[config.mk]
export PLATFORM = sky130hd
export DESIGN_NAME = slow_clk_monitor
export DESIGN_NICKNAME = d
export VERILOG_FILES = /design/src/rtl/clk_mon_pkg.sv /design/src/rtl/sync_edge_det.sv /design/src/rtl/slow_clk_monitor.sv
export SDC_FILE = /design/constraint.sdc
export NUM_CORES = 1
export LEC_CHECK = 0
export ABC_AREA = 1
export CAP_MARGIN = 20
export CORE_MARGIN = 2
export CORE_UTILIZATION = 30
export DETAILED_ROUTE_END_ITERATION = 7
export DONT_BUFFER_PORTS = 1
export PLACE_DENSITY = 0.49
export SYNTH_ARGS = -nofsm -noshare
export SYNTH_HDL_FRONTEND = slang
export SYNTH_SLANG_ARGS = --single-unit
export TNS_END_PERCENT = 50
[constraint.sdc]
create_clock -name clk_50m -period 3.2 [get_ports clk_50m]
set_clock_uncertainty 0.1 [all_clocks]
set_input_delay 0.8 -clock clk_50m [delete_from_list [all_inputs] [get_ports clk_50m]]
set_output_delay 0.8 -clock clk_50m [all_outputs]
set_load 0.02 [all_outputs]
[src/rtl/clk_mon_pkg.sv]
// Shared definitions for the slow-clock divider/monitor pair: counter width,
// nominal half-period and monitor state encoding.
package clk_mon_pkg;

    localparam int CNT_W            = 29;
    localparam int NOMINAL_HALF_DEF = 6_800_000;

    localparam logic [CNT_W-1:0] CNT_MAX = '1;

    typedef enum logic [1:0] {
        IDLE    = 2'd0,
        ACQUIRE = 2'd1,
        LOCKED  = 2'd2,
        LOST    = 2'd3
    } state_t;

endpackage

[src/rtl/sync_edge_det.sv]
// Two-flop synchroniser for the asynchronous slow clock, plus a history flop
// so edges are detected one cycle after the level is considered stable.
module sync_edge_det (
    input  logic clk_50m,
    input  logic rst_n,
    input  logic i_async,
    output logic o_edge,
    output logic o_rise
);

    logic r_sync1;
    logic r_sync2;
    logic r_hist;

    always_ff @(posedge clk_50m) begin
        if (!rst_n) begin
            r_sync1 <= 1'b0;
            r_sync2 <= 1'b0;
            r_hist  <= 1'b0;
        end else begin
            r_sync1 <= i_async;
            r_sync2 <= r_sync1;
            r_hist  <= r_sync2;
        end
    end

    assign o_edge = r_sync2 ^ r_hist;
    assign o_rise = r_sync2 & ~r_hist;

endmodule

[src/rtl/slow_clk_monitor.sv]
// Slow-clock receiver: edge enables, half-period measurement and lock qualification.
// Define CLK_MON_WATCHDOG_EN to enable the stall timeout into LOST.
//
//   state   | meaning
//   IDLE    | after reset, waiting for the first edge (not judged)
//   ACQUIRE | counting consecutive in-window half-periods
//   LOCKED  | LOCK_COUNT good half-periods seen in a row
//   LOST    | input stalled; next edge restarts acquisition unjudged
module slow_clk_monitor
    import clk_mon_pkg::*;
#(
    parameter int NOMINAL_HALF = NOMINAL_HALF_DEF,
    parameter int TOL_CYCLES   = 68000,
    parameter int LOCK_COUNT   = 4
) (
    input  logic             clk_50m,
    input  logic             rst_n,
    input  logic             clk_slow_in,
    output logic             tick,
    output logic             half_tick,
    output logic [CNT_W-1:0] half_period,
    output logic             locked,
    output logic             lost,
    output logic             period_err
);

    localparam int GOOD_W = $clog2(LOCK_COUNT + 1);

    // Window bounds precomputed so the in-window test is two unsigned compares.
    localparam logic [CNT_W-1:0] LO_BOUND =
        (TOL_CYCLES >= NOMINAL_HALF) ? '0 : CNT_W'(NOMINAL_HALF - TOL_CYCLES);
    localparam logic [CNT_W-1:0] HI_BOUND    = CNT_W'(NOMINAL_HALF + TOL_CYCLES);
    localparam logic [GOOD_W-1:0] GOOD_LAST  = GOOD_W'(LOCK_COUNT - 1);

    logic              w_edge;
    logic              w_rise;
    logic [CNT_W-1:0]  w_meas;
    logic              w_in_win;
    logic              w_timeout;

    logic [CNT_W-1:0]  r_cnt;
    logic [GOOD_W-1:0] r_good;
    state_t            r_state;

    sync_edge_det u_sync (
        .clk_50m (clk_50m),
        .rst_n   (rst_n),
        .i_async (clk_slow_in),
        .o_edge  (w_edge),
        .o_rise  (w_rise)
    );

    assign w_meas   = (r_cnt == CNT_MAX) ? CNT_MAX : r_cnt + 1'b1;
    assign w_in_win = (w_meas >= LO_BOUND) && (w_meas <= HI_BOUND);

`ifdef CLK_MON_WATCHDOG_EN
    localparam logic [CNT_W-1:0] TIMEOUT = CNT_W'(2 * NOMINAL_HALF);
    assign w_timeout = (r_cnt >= TIMEOUT) && ((r_state == ACQUIRE) || (r_state == LOCKED));
`else
    assign w_timeout = 1'b0;
`endif

    always_ff @(posedge clk_50m) begin
        if (!rst_n) begin
            r_cnt       <= '0;
            r_good      <= '0;
            r_state     <= IDLE;
            half_period <= '0;
            tick        <= 1'b0;
            half_tick   <= 1'b0;
            locked      <= 1'b0;
            lost        <= 1'b0;
            period_err  <= 1'b0;
        end else begin
            tick       <= w_rise;
            half_tick  <= w_edge;
            period_err <= 1'b0;
            if (w_edge) begin
                // An edge always wins over a coincident timeout.
                half_period <= w_meas;
                r_cnt       <= '0;
                case (r_state)
                    IDLE, LOST: begin
                        r_state <= ACQUIRE;
                        r_good  <= '0;
                        locked  <= 1'b0;
                        lost    <= 1'b0;
                    end
                    ACQUIRE: begin
                        if (w_in_win) begin
                            r_good <= r_good + 1'b1;
                            if (r_good == GOOD_LAST) begin
                                r_state <= LOCKED;
                                locked  <= 1'b1;
                            end
                        end else begin
                            r_good <= '0;
                        end
                    end
                    LOCKED: begin
                        if (!w_in_win) begin
                            period_err <= 1'b1;
                            r_good     <= '0;
                            r_state    <= ACQUIRE;
                            locked     <= 1'b0;
                        end
                    end
                    default: r_state <= IDLE;
                endcase
            end else begin
                if (r_cnt != CNT_MAX)
                    r_cnt <= r_cnt + 1'b1;
                if (w_timeout) begin
                    r_state <= LOST;
                    r_good  <= '0;
                    locked  <= 1'b0;
                    lost    <= 1'b1;
                end
            end
        end
    end

endmodule

==> flow_metrics.tcl, run 1 <==
set metrics [dict create \
    postCtsResizedCells 0 \
    hold_path.class "reg2reg" \
    ys_seq_elements 69 \
    routed_via_density 4.58 \
    yosysTopAreaCell "dfxtp_1" \
    die_w_um 111 \
    die-area_um2 12300 \
    syn-num-nets 516 \
    path_class "reg2reg" \
    synth.area.top_cells "dfxtp_1, nand2_1, nor2_1" \
    clkTransAtPathRegs_ps 60 \
    gr-total-overflow 0 \
    post-route-util_pct 34.5 \
    grt_max_degree 31 \
    arrival_ps 2940 \
    chipHeight_um 111 \
    max_freq_mhz 361 \
    multiInputGateArea_um2 1740 \
    required_ps 3370 \
    reg2reg_slack_ps 430 \
    synth.most_common_cell "nand2_1" \
    clk_latency_ps 330 \
    cp-start-kind "flop" \
    period_needed_ps 2770 \
    cts_num_sinks 69 \
    cts_post_setup_buffers_inserted 0 \
    finalPower_mw 1.98 \
    drc 0 \
    powerDensity_nw_per_um2 510 \
    fin_ws_ps 428 \
    cts_made_buffers 9 \
    drt_iter0_markers 167 \
    grt_pass1_vias 2962 \
    yosysSeqAreaShare_pct 40.2 \
    root_buffer "clkbuf_16" \
    avgSynthCellArea_um2 6.74 \
    ios 37 \
    dpl.hpwl_mm 6.41 \
    synth_top_cell_area_share_pct 40.2 \
    period_share_pct 86.6 \
    tightest_slew_ps 741 \
    cts_hold_buf 0 \
    routed_wl_mm 8.57 \
    place.gp.congestion 0.826 \
    drv_slew 0 \
    drive_gt1_share_pct 9.48 \
    num-fill-cells 1222 \
    grt_pass1_wl_mm 14.8 \
    synthFlopType "dfxtp_1" \
    async_flop_share_pct 0 \
    holdPathStages 2 \
    finalSetupViolations 0 \
    hold_violations 0 \
    cts_buffer_depth 2 \
    ir_drop_mv 0.230 \
    place_ws_ps 454 \
    synth_edf_count 0 \
    cts_tree "yes" \
    cap_violations 0 \
    first_pass_iters 4 \
    initial_core_util_pct 30.4 \
    via_count 3024 \
    seqCellArea_um2 1380 \
    outcome "complete, no violations" \
    holdWs_ps 316 \
    io_buffers 0 \
    grt_setup_unrepaired "no" \
    min-delay-start "u_sync.r_sync1" \
    area_growth_pct 13.2 \
    critPathMaxFanout 12 \
    htree_levels 3 \
    postRouteAntennaNets 0 \
    crit_path_end_kind "flop" \
    final_nets 519 \
    max-slew-margin-rel_pct 50.6 \
    crit-reg2reg-launch "r_cnt[0]" \
    netlist_instances 509 \
    yosysWarnings 0 \
    gr-usage-all-layers_pct 15.0 \
    p_leak_nw 1.78 \
    rr_worst_depth 15 \
    wl_per_cell_um 13.0 \
    synth.distinct_cells 33 \
    core_area_um2 11300 \
    finalSetupTns_ps 0 \
    holdPathEnd "u_sync.r_sync2" \
    r2r-end "r_good[2]" \
    synth_commonest_cells "nand2_1, nor2_1, dfxtp_1" \
    diodes 0 \
    syn_area_um2 3430 \
    row_count 39 \
    grt_antenna_before_repair 0 \
]
[registers in the layout, summed over array words and instances, names as in the netlist]
name	flops
tick	1
locked	1
half_tick	1
r_good	3
r_state	1
u_sync.r_sync1	1
u_sync.r_sync2	1
r_cnt	29
half_period	29
u_sync.r_hist	1
period_err	1
[area by class of cell]
type                            instances  area share (%)
Inverter                               66            6.44
Sequential cell                        69            35.6
Clock inverter                          3            1.10
Tap cell                              143            4.61
Multi-Input combinational cell        363            44.8
Clock buffer                           13            6.96
Timing Repair Buffer                    3           0.580
[worst max path at each step]
stage	cells after the start	to	from
floorplan	18	locked	r_cnt[0]
global placement	17	locked	r_cnt[0]
detailed placement	17	locked	r_cnt[0]
CTS	17	locked	r_cnt[0]
global route	16	r_good[2]	r_cnt[10]
finish	15	r_good[2]	r_cnt[0]
[kinds of logic (layout without fill, tap and decap cells)]
logic type | count (synthesis) | after routing | synth area share, %
flops | 69 | 69 | 40.2
other cells | 1 | 1 | 0.109
buf+inv | 77 | 85 | 9.08
simple gates | 303 | 303 | 39.7
compound gates | 49 | 49 | 7.84
fa+ha+maj | 4 | 4 | 1.46
xor+xnor | 6 | 6 | 1.53
[worst max-delay path, cell delays in order (launching register included)]
cell      delay (ps)
dfxtp_1          380
ha_1             250
nand2_2           90
nor2_4           160
nand2_4          110
nor2_8           170
nand3_2          260
nand3_1          280
nand2_1           90
nor2_1            90
nand2_1          100
a21oi_2          170
nand2_1          110
nor2_1           140
nand3b_1         100
a21oi_1          120
[report_power, final]
part	internal, mW	switching (mW)
Clock	0.666	0.369
Sequential	0.869	0.0116
Combinational	0.0167	0.0473
[placed cells by master (no fill, tap or decap)]
cell type	Yosys	routed
inv_4	1	1
nand4_1	6	6
nand2_1	143	143
a22o_1	3	3
ha_1	4	4
nor2_1	81	81
o21ai_0	31	31
a21oi_1	8	8
nor2_8	1	1
inv_1	64	64
nand2_4	5	5
clkinv_2	0	1
nor2_2	4	4
clkbuf_8	0	3
nand3_1	36	36
nand3_2	4	4
a31oi_1	1	1
o21ai_1	3	3
nor2_4	4	4
dfxtp_1	69	69
and3_1	2	2
nor3b_1	1	1
nand2_2	9	9
nand3b_1	3	3
conb_1	1	1
buf_4	1	3
clkbuf_16	0	9
clkbuf_1	6	1
xnor2_1	5	5
a21oi_2	3	3
bufinv_16	0	1
nor3_1	4	4
xor2_1	1	1
clkinv_1	1	1
clkinvlp_4	0	1
[per-layer routing]
metal	wire length (um)	up-vias	track usage, %	share of wire (%)
met4	118	0	5.92	1.4
met2	3990	53	24.7	47
met5	0	-	0	0
met1	3990	1374	18.3	47
met3	469	8	4.59	5.5
li1	-	1589	-	-
[through the flow]
stage,instance area [um^2],cells
finish,3880,660
global route,3880,660
CTS,3880,660
detailed placement,3570,644
global placement,3570,644
floorplan,3430,509
Power figures use the tool's default switching activity.
==> inputs of run 2 (changes only) <==
--- a/config.mk
+++ b/config.mk
@@ -7,11 +7,12 @@
 export LEC_CHECK = 0
 export ABC_AREA = 1
 export CAP_MARGIN = 20
+export CORE_ASPECT_RATIO = 0.9
 export CORE_MARGIN = 2
 export CORE_UTILIZATION = 30
 export DETAILED_ROUTE_END_ITERATION = 7
-export DONT_BUFFER_PORTS = 1
-export PLACE_DENSITY = 0.49
+export PLACE_DENSITY = 0.53
+export SETUP_SLACK_MARGIN = 0.15
 export SYNTH_ARGS = -nofsm -noshare
 export SYNTH_HDL_FRONTEND = slang
 export SYNTH_SLANG_ARGS = --single-unit
==> flow_metrics.tcl, run 2 (same netlist as run 1, synthesis figures left out) <==
set metrics [dict create \
    period_needed_ps 2740 \
    clockPowerShare_pct 54.5 \
    hold_path.class "reg2reg" \
    critPathMaxFanout 5 \
    power_frac_comb_pct 3.8 \
    drv_slew 0 \
    cts_made_buffers 9 \
    via_count 3247 \
    placed_area_um2 3950 \
    internal-power_mw 1.68 \
    crit-reg2reg-launch "r_cnt[11]" \
    core_area_um2 11300 \
    cp-start-kind "flop" \
    gr-total-overflow 0 \
    grt_setup_unrepaired "yes" \
    seq_power_share_pct 41.7 \
    layout_common_cells "nand2_1, nor2_1, dfxtp_1" \
    mostFrequentLayoutCell "nand2_1" \
    routed_via_density 4.57 \
    wl_per_cell_um 12.5 \
    gr-usage-all-layers_pct 15.9 \
    cts_buffer_depth 2 \
    htree_levels 3 \
    grt_antenna_before_repair 0 \
    cts_hold_buf 0 \
    p_leak_nw 1.92 \
    diodes 0 \
    clk_latency_ps 340 \
    chipHeight_um 105 \
    grt_max_degree 42 \
    required_ps 3370 \
    row_count 37 \
    max_freq_mhz 364 \
    initial_core_util_pct 30.4 \
    finalSetupTns_ps 0 \
    endpoint "r_good[0]" \
    r2r-end "r_good[0]" \
    drive_gt1_share_pct 9.39 \
    root_buffer "clkbuf_16" \
    grt_pass1_wl_mm 15.0 \
    dpl.hpwl_mm 6.66 \
    clkTransAtPathRegs_ps 60 \
    cts_post_setup_buffers_inserted 0 \
    drt_iter0_markers 144 \
    cts_num_sinks 69 \
    area_growth_pct 25.3 \
    design_area_um2 4300 \
    period_share_pct 85.8 \
    die-area_um2 12300 \
    postRouteAntennaNets 0 \
    routed_wl_mm 8.89 \
    arrival_ps 2920 \
    reg2reg_slack_ps 460 \
    ir_drop_mv 0.290 \
    cap_violations 0 \
    reg_top3 "half_period (29), r_cnt (29), r_good (3)" \
    final_nets 556 \
    rr_worst_depth 16 \
    hold_violations 0 \
    finalSetupViolations 0 \
    crit_path_end_kind "flop" \
    drc 0 \
    powerDensity_nw_per_um2 488 \
    grt_pass1_vias 3107 \
    startpoint "r_cnt[11]" \
    first_pass_iters 5 \
    cts_tree "yes" \
    io_buffers 35 \
    place.gp.congestion 0.953 \
    switching_share_pct 20.2 \
    switchingPower_mw 0.424 \
    die_w_um 117 \
    ios 37 \
    finalPower_mw 2.10 \
    outcome "complete, no violations" \
    path_class "reg2reg" \
]
==> run 2: cell count changes in the layout (fill, tap and decap cells not counted), sizes merged <==
cell	delta
bufinv	+2
clkdlybuf4s50	+35
clkinvlp	-1
clkbuf	-1
buf	+2
==> run 2: area by class of cell <==
class	instances	area [um^2]
Timing Repair Buffer	40	388
Inverter	66	250
Clock inverter	4	95.1
Fill cell	1229	7000
Tap cell	156	195
Clock buffer	12	246
Multi-Input combinational cell	363	1740
Sequential cell	69	1380
==> run 2: per-stage QoR <==
step	std cells	utilization, %	hold slack, ps	worst slack (ps)
finish	710	38.1	315	456
global route	710	38.1	351	147
CTS	710	38.0	322	425
detailed placement	694	35.0	308	432
global placement	694	35.0	307	470
floorplan	509	-	290	881
==> run 2: timing repair <==
| item | 4_1_cts | 5_1_grt |
|---|---|---|
| resized for setup | 0 | 3 |
| endpoints found under the setup margin | 0 | 4 |
| hold endpoints to repair | 0 | 0 |
==> run 2: layer usage <==
layer | up-vias | wire length (um) | GRT usage, %
li1 | 1668 | - | -
met1 | 1457 | 4330 | 20.7
met2 | 102 | 3800 | 23.9
met3 | 20 | 555 | 4.89
met4 | 0 | 206 | 7.06
met5 | - | 0 | 0
==> run 2: power by group through the flow <==
stage          Combinational [mW]  Clock, mW  Sequential, mW
3_5_place_dp               0.0807          0           0.894
5_1_grt                    0.0903       1.20           0.876
3_3_place_gp               0.0796          0           0.894
4_1_cts                    0.0810       1.17           0.875
2_1_floorplan              0.0498          0           0.898
6_report                   0.0793       1.14           0.876
==> run 2: how the worst min path moves through the flow <==
stage	cells after the start	slack, ps	end	start
2_1_floorplan	2	290	u_sync.r_sync2	u_sync.r_sync1
3_3_place_gp	2	310	u_sync.r_sync2	u_sync.r_sync1
3_5_place_dp	2	310	u_sync.r_sync2	u_sync.r_sync1
4_1_cts	2	320	u_sync.r_sync2	u_sync.r_sync1
5_1_grt	2	350	u_sync.r_sync2	u_sync.r_sync1
6_report	2	310	u_sync.r_sync2	u_sync.r_sync1
==> run 2: critical path: stages (launching register included) <==
cell     delay [ps]
dfxtp_1         410
nand2_1         110
nor2_2          180
nand2_1         110
nor2_1          240
nand3_1         130
nand2_1          80
nand2_1          50
nor2_1          200
nand2_1          90
nor2_1          160
nand2_1         120
a21oi_2         180
nand2_1         120
nor3_1          190
nand2_1          80
a21oi_1         120
==> inputs of run 3 (changes only) <==
--- a/config.mk
+++ b/config.mk
@@ -16,4 +16,4 @@
 export SYNTH_ARGS = -nofsm -noshare
 export SYNTH_HDL_FRONTEND = slang
 export SYNTH_SLANG_ARGS = --single-unit
-export TNS_END_PERCENT = 50
+export TNS_END_PERCENT = 100
==> results of run 3 <==
The final DEF is identical to that of run 2; final timing and power are the same.
==> edit, RTL diff (settings of run 2) <==
Remove the register `half_tick`: a continuous assignment takes its place, so the output `half_tick` follows one clock earlier.
--- a/src/rtl/slow_clk_monitor.sv
+++ b/src/rtl/slow_clk_monitor.sv
@@ -67,13 +67,11 @@
             r_state     <= IDLE;
             half_period <= '0;
             tick        <= 1'b0;
-            half_tick   <= 1'b0;
             locked      <= 1'b0;
             lost        <= 1'b0;
             period_err  <= 1'b0;
         end else begin
             tick       <= w_rise;
-            half_tick  <= w_edge;
             period_err <= 1'b0;
             if (w_edge) begin
                 // An edge always wins over a coincident timeout.
@@ -120,5 +118,7 @@
         end
     end
 
+    assign half_tick = w_edge;
+
 endmodule
 
Check against the original RTL: not equivalent (a bounded check fails within 4 cycles, from zero or initial values and one cycle with rst_n low).
==> edit against run 2 <==
Fmax grew 1.2%; critical endpoint unchanged; design area rose by 1.2%; via count rose by 3.0%; worst setup slack improved by 0.032 ns; synthesized area grew 2.4%; sequential power is 1% lower; routed wire length is 5.8% higher; power is 1.7% lower; final cell count is 4.1% higher; sequential cell count fell by 1; sequential share of layout area fell by 0.83 points.
==> edit: results (changes against run 2) <==
grt met2 use=24.4% (+0.50 points); Worst EP arrival=2.84 ns (-0.08 ns); DP Area=4030 um2 (+1.8%); Synth Instances=540 (+6.1%); Comb group=0.0865 mW (+9.1%); number of library cell types mapped by synthesis=39 (+18%); leakage power=2.02 nW (+5.4%); Initial DRC Count=178 (+24%); Area contributors post-synth=dfxtp_1 (39%), nand2_1 (18%), nor2_1 (8.2%); routed vias/inst=4.53 (-1.0%); status=complete, no violations; WL per Instance=12.7 um (+1.6%); Worst Path Max Fanout=21 (+16); total track usage=15.6% (-0.27 points); DP Wirelength=6.93 mm (+4.0%); # nets final=585 (+5.2%); internal power=1.57 mW (-6.1%); hold slack=0.316 ns (+0.000902 ns); flop-to-flop setup slack=0.49 ns (+0.03 ns); first-pass GRT wire length=15.6 mm (+4.5%); placed cells=723 (+4.2%); GR Layer Usage met3=3.40% (-1.5 points); Post-Syn Nets=547 (+6.0%); Setup WS pre-CTS=0.515 ns (+0.0827 ns); Seq group=0.865 mW (-1%); Metal-1 WL=4.62 mm (+6.7%); Met3 Routed Length=493 um (-11%); ratio of cells with drive above 1 in the final layout=8.92% (-0.47 points); FF-to-FF Start=r_cnt[1]$_SDFFE_PP0N_; GR Layer Usage met1=21.2% (+0.45 points); largest net degree at the start of global routing=29 (-31%); post-synthesis sequential area ratio=38.7% (-1.5 points); vias in the first global route=3186 (+2.5%); RePlAce Congestion=0.871 (-8.7%)
-- edit: kinds of logic after synthesis --
family	count (synthesis)	share of synthesized area, %
AO/OA/AOI/OAI	40	6.34
AND/OR/NAND/NOR	330	41.8
XOR/XNOR	4	0.997
flip-flops	68	38.7
adder cells (fa/ha/maj)	4	1.42
buffers and inverters	93	10.5
other	1	0.107
-- edit: critical path: stages (launching register included) --
cell and delay (ns):
dfxtp_1 0.37, ha_1 0.22, nand2_1 0.11, nor2_4 0.14, nand2_4 0.09, nor2_8 0.18, nand2_4 0.20, nand3_1 0.26
nand2_1 0.14, nor2_1 0.14, nand2_2 0.08, nor2_4 0.11, nand3_2 0.08, nand2_2 0.07, inv_2 0.07, o21ai_0 0.16
nor2_1 0.06
-- edit: cell type report --
type                            instances  area (um2)
Tap cell                              156         195
Fill cell                            1239        7080
Multi-Input combinational cell        379        1780
Clock inverter                          7        98.8
Clock buffer                            9         225
Timing Repair Buffer                   40         388
Sequential cell                        68        1360
Inverter                               80         300
